`src/rtl/pipe_adder_tree.sv`:
```
// Pipelined adder tree: NUM_IN operands are summed pairwise over clog2(NUM_IN) registered
// levels behind an operand register; one global advance stalls the whole pipe together.
module pipe_adder_tree #(
    parameter int IN_W   = 10,
    parameter int NUM_IN = 4,
    parameter int SIGNED = 0
) (
    input  logic                               clk,
    input  logic                               rst_n,
    input  logic                               flush,
    input  logic                               in_valid,
    output logic                               in_ready,
    input  logic [NUM_IN*IN_W-1:0]             in_data,
    output logic                               out_valid,
    input  logic                               out_ready,
    output logic [IN_W+$clog2(NUM_IN)-1:0]     out_data,
    output logic                               busy
);
    localparam int LVL   = $clog2(NUM_IN);
    localparam int OUT_W = IN_W + LVL;
    localparam int LAT   = LVL + 1;

    // Every level is packed into one flat vector; level l holds cnt_at(l) nodes of IN_W+l bits.
    function automatic int cnt_at(input int lvl);
        return (NUM_IN + (1 << lvl) - 1) >> lvl;
    endfunction

    function automatic int off_at(input int lvl);
        int off;
        off = 0;
        for (int j = 0; j < lvl; j++) off += cnt_at(j) * (IN_W + j);
        return off;
    endfunction

    localparam int TOT_W = off_at(LVL) + OUT_W;

    logic [TOT_W-1:0] data_q;
    logic [TOT_W-1:0] data_d;
    logic [TOT_W-1:0] shift_val;
    logic [LAT-1:0]   valid_q;
    logic [LAT-1:0]   valid_d;
    logic             advance;

    assign out_valid = valid_q[LAT-1];
    assign out_data  = data_q[TOT_W-1 -: OUT_W];
    assign busy      = |valid_q;
    assign advance   = out_ready | ~out_valid;
    assign in_ready  = advance;

    assign shift_val[NUM_IN*IN_W-1:0] = in_data;

    for (genvar l = 1; l <= LVL; l = l + 1) begin : g_lvl
        localparam int PW   = IN_W + l - 1;
        localparam int PCNT = cnt_at(l - 1);
        localparam int POFF = off_at(l - 1);
        localparam int W    = IN_W + l;
        localparam int OFF  = off_at(l);

        for (genvar k = 0; k < cnt_at(l); k = k + 1) begin : g_node
            logic [PW-1:0] a_v;
            logic [W-1:0]  a_ext;

            assign a_v   = data_q[POFF + 2*k*PW +: PW];
            assign a_ext = {(SIGNED != 0) & a_v[PW-1], a_v};

            if (2*k + 1 < PCNT) begin : g_pair
                logic [PW-1:0] b_v;
                logic [W-1:0]  b_ext;

                assign b_v   = data_q[POFF + (2*k+1)*PW +: PW];
                assign b_ext = {(SIGNED != 0) & b_v[PW-1], b_v};
                assign shift_val[OFF + k*W +: W] = a_ext + b_ext;
            end else begin : g_pass
                // Odd node out rides along one level, only widened.
                assign shift_val[OFF + k*W +: W] = a_ext;
            end
        end
    end

    always_comb begin
        data_d  = data_q;
        valid_d = valid_q;
        if (advance) begin
            data_d  = shift_val;
            valid_d = {valid_q[LAT-2:0], in_valid};
        end
        if (flush) valid_d = '0;
    end

    always_ff @(posedge clk or negedge rst_n) begin
        if (!rst_n) begin
            data_q  <= '0;
            valid_q <= '0;
        end else begin
            data_q  <= data_d;
            valid_q <= valid_d;
        end
    end
endmodule

```
`config.mk`:
```
export PLATFORM = sky130hd
export DESIGN_NAME = pipe_adder_tree
export DESIGN_NICKNAME = d
export VERILOG_FILES = /design/src/rtl/pipe_adder_tree.sv
export SDC_FILE = /design/constraint.sdc
export NUM_CORES = 1
export LEC_CHECK = 0
export CORE_MARGIN = 5
export CORE_UTILIZATION = 30
export CTS_BUF_LIST = sky130_fd_sc_hd__clkbuf_8
export DETAILED_ROUTE_END_ITERATION = 10
export GPL_TIMING_DRIVEN = 0
export PLACE_DENSITY = 0.59
export SLEW_MARGIN = 0
export SYNTH_ARGS = -nofsm -noshare
export SYNTH_HDL_FRONTEND = slang
export SYNTH_SLANG_ARGS = --single-unit
```
`constraint.sdc`:
```
create_clock -name clk -period 2.33 [get_ports clk]
set_clock_uncertainty 0.2 [all_clocks]
set_input_delay 0.466 -clock clk [delete_from_list [all_inputs] [get_ports clk]]
set_output_delay 0.466 -clock clk [all_outputs]
set_load 0.05 [all_outputs]
```
==> qor.csv <==
metric;value;unit
M1 GR Usage;16.4;%
DP Area;5020;sq um
most frequent cells in the layout;nand2_1, dfrtp_1, clkdlybuf4s50_1;
Post-Route Setup TNS;0;ns
synthesized flop and latch total;77;
worst vdd ir;0.310;mV
Post-Syn Instances;471;
CP Launch Type;flop;
clock buffers created by TritonCTS;9;
clock tree buffer depth;2;
NumNets Final;621;
gr ovfl total;0;
H-tree depth;3;
starting density of the core;30.3;%
DRC;0;
met3 Use GR;2.71;%
DIE WIDTH;128;microns
GRT met2 Usage;19.9;%
Pleak;0.00247;uW
first-pass GRT wire length;16300;microns
latest clock arrival within the worst-skew pair;0.35;ns
critical-path cell list;ha_4 -> fa_2 -> a211oi_4 -> o21bai_2 -> a211oi_2 -> or3_1 -> a31oi_1;
status;finished clean;
Top-Level Pins;60;
slowest CP cell;dfrtp_1;
IO Port Bufs;59;
gpl congestion;0.880;
WP data required;2.33;ns
Post-Syn Nets;550;
vias in the first global route;3500;
Tcrit/Tclk final;97.4;%
Core Region;13800;sq um
Final Cell Area;5240;sq um
Hold Path Class;flop to flop;
final WL;9870;microns
CTS Sinks;77;
Netlist cell types;40;
TritonRoute pass-1 iters;4;
CP delay by family, top;compound AO/OA/AOI/OAI gates;
placed wire-length estimate;7560;microns
Max stage delay on crit path;0.43;ns
Yosys warning count;0;
DIE AREA;16400;sq um
final hold slack;0.268;ns
Setup-failing EPs final;0;
worst-path fanout max;3;
Non-Filler Instances;725;
Max-slew headroom;59.6;%
Worst-path clk slew;0.08;ns
largest net degree at the start of global routing;46;
Buf/Inv on CP;0;
pwr dens;867;nW/um^2
critical path data arrival time;2.27;ns
Detail Route Antenna Nets;0;
Crit Path Category;flop to flop;
Via density;4.69;
most common cell after layout, fill and taps aside;nand2_1;
GR peak layer;met2;
antenna violations before repair;0;
clk root buf;clkbuf_8;
DIE HEIGHT;128;microns
Max Fclk;0.441;GHz
register area share after synthesis;46.1;%
Synth Cell Area;4180;sq um
row cnt;43;
iteration-0 DRC count of the detailed router;127;
CTS tree;yes;
Overall Global Routing Usage;12.3;%
routed len/inst;13.6;microns
Via Count;3401;
Area growth syn-to-layout;25.6;%
layout cells sized above 1;8.07;%
CP Capture Type;flop;
Final Hold Violating Endpoints;0;
Max Cap Violations;0;
ANT cells;0;
Slew Limit Fails;0;
Final min period;2.27;ns
slew at the pin closest to its max-slew limit;0.606;ns
Mapped Avg Cell Area;8.86;sq um
PnR Total Power;4550;uW
Post-Place Cells;711;
registers in the layout (all words and copies together), names as in the netlist:
signal / cells
data_q: 74
valid_q: 3
routing by layer:
metal / share of wire, % / vias up
li1: - / 1729
met4: 1.4 / 0
met3: 3.7 / 10
met2: 47 / 68
met5: 0 / -
met1: 48 / 1594
logic make-up after synthesis:
family	Yosys count	share of synthesized area [%]
AOI/OAI and AO/OA	105	15.7
xor gates and xnor gates	15	3.15
adders and majority gates	34	10.7
buffers and inverters	36	4.38
DFF	77	46.1
muxes	2	0.479
and+or+nand+nor	202	19.4
cell type report:
cell class,count,area [sq um]
fill,1484,8530
multi-input combinational,358,2130
sequential,77,1930
timing repair buffer,62,639
tap,180,225
buffer,27,151
clock buffer,9,124
inverter,7,28.8
clock inverter,5,22.5
tightest hold or removal path, stage by stage, from the launching register on:
cell and delay (ns):
dfrtp_1 0.35, nand2_1 0.05, nand2_1 0.04
cells in the mapped netlist, drive strengths merged:
master,number,area (sq um)
mux2i,2,20.0
buf,14,100
o211a,1,10.0
a31o,1,8.76
a31oi,6,37.5
nand3,2,10.0
nor2b,2,12.5
clkbuf,15,56.3
nand4,1,6.26
or3,3,18.8
and3,3,18.8
o211ai,1,7.51
a21oi,23,119
o21ai,34,170
or4,1,7.51
inv,7,26.3
nor3,6,30.0
xnor2,3,26.3
nand2b,5,31.3
a211oi,13,103
o31a,1,8.76
o21a,5,37.5
fa,3,60.1
nor2,29,109
a21boi,1,7.51
o31ai,5,37.5
o21bai,2,18.8
a2111oi,1,8.76
and2,2,12.5
xor2,12,105
nand2,148,556
dfrtp,77,1930
a21o,9,67.6
ha,31,388
o22ai,2,12.5
timing repair:
action / CTS / global route
endpoints found under the hold margin: 32 / 0
pin swaps: 0 / 7
buffers inserted: 0 / 1
hold buffers: 1 / 0
endpoints found under the setup margin: 3 / 13
gates resized for setup: 9 / 23
worst paths after layout:
kind | from | slack [ns] | cells after the start | endpoint
min in group asynchronous | rst_n | 0.40 | 2 | data_q[28]$_DFFE_PN0P_
setup reg to reg | data_q[51]$_DFFE_PN0P_ | 0.06 | 7 | data_q[72]$_DFFE_PN0P_
max in group asynchronous | rst_n | 0.96 | 3 | data_q[0]$_DFFE_PN0P_
hold reg to reg | data_q[63]$_DFFE_PN0P_ | 0.27 | 2 | data_q[63]$_DFFE_PN0P_
setup / recovery | data_q[51]$_DFFE_PN0P_ | 0.06 | 7 | data_q[72]$_DFFE_PN0P_
hold / removal | data_q[63]$_DFFE_PN0P_ | 0.27 | 2 | data_q[63]$_DFFE_PN0P_
where the power goes:
group          leakage [uW]  internal [uW]  total [uW]  switching, uW
logic               0.00147            869        1980           1110
registers          0.000905           1580        1730            150
clock network     0.0000871            362         839            477
total               0.00247           2810        4550           1730
per-stage QoR:
stage          utilization, %  setup slack [ns]
3_3_place_gp             36.2             -2.03
4_1_cts                  37.5            -0.177
5_1_grt                  38.1           -0.0207
3_5_place_dp             36.4             -1.09
2_1_floorplan               -             0.135
6_report                 38.1            0.0613
No activity file was read; power rests on OpenSTA's default activity.
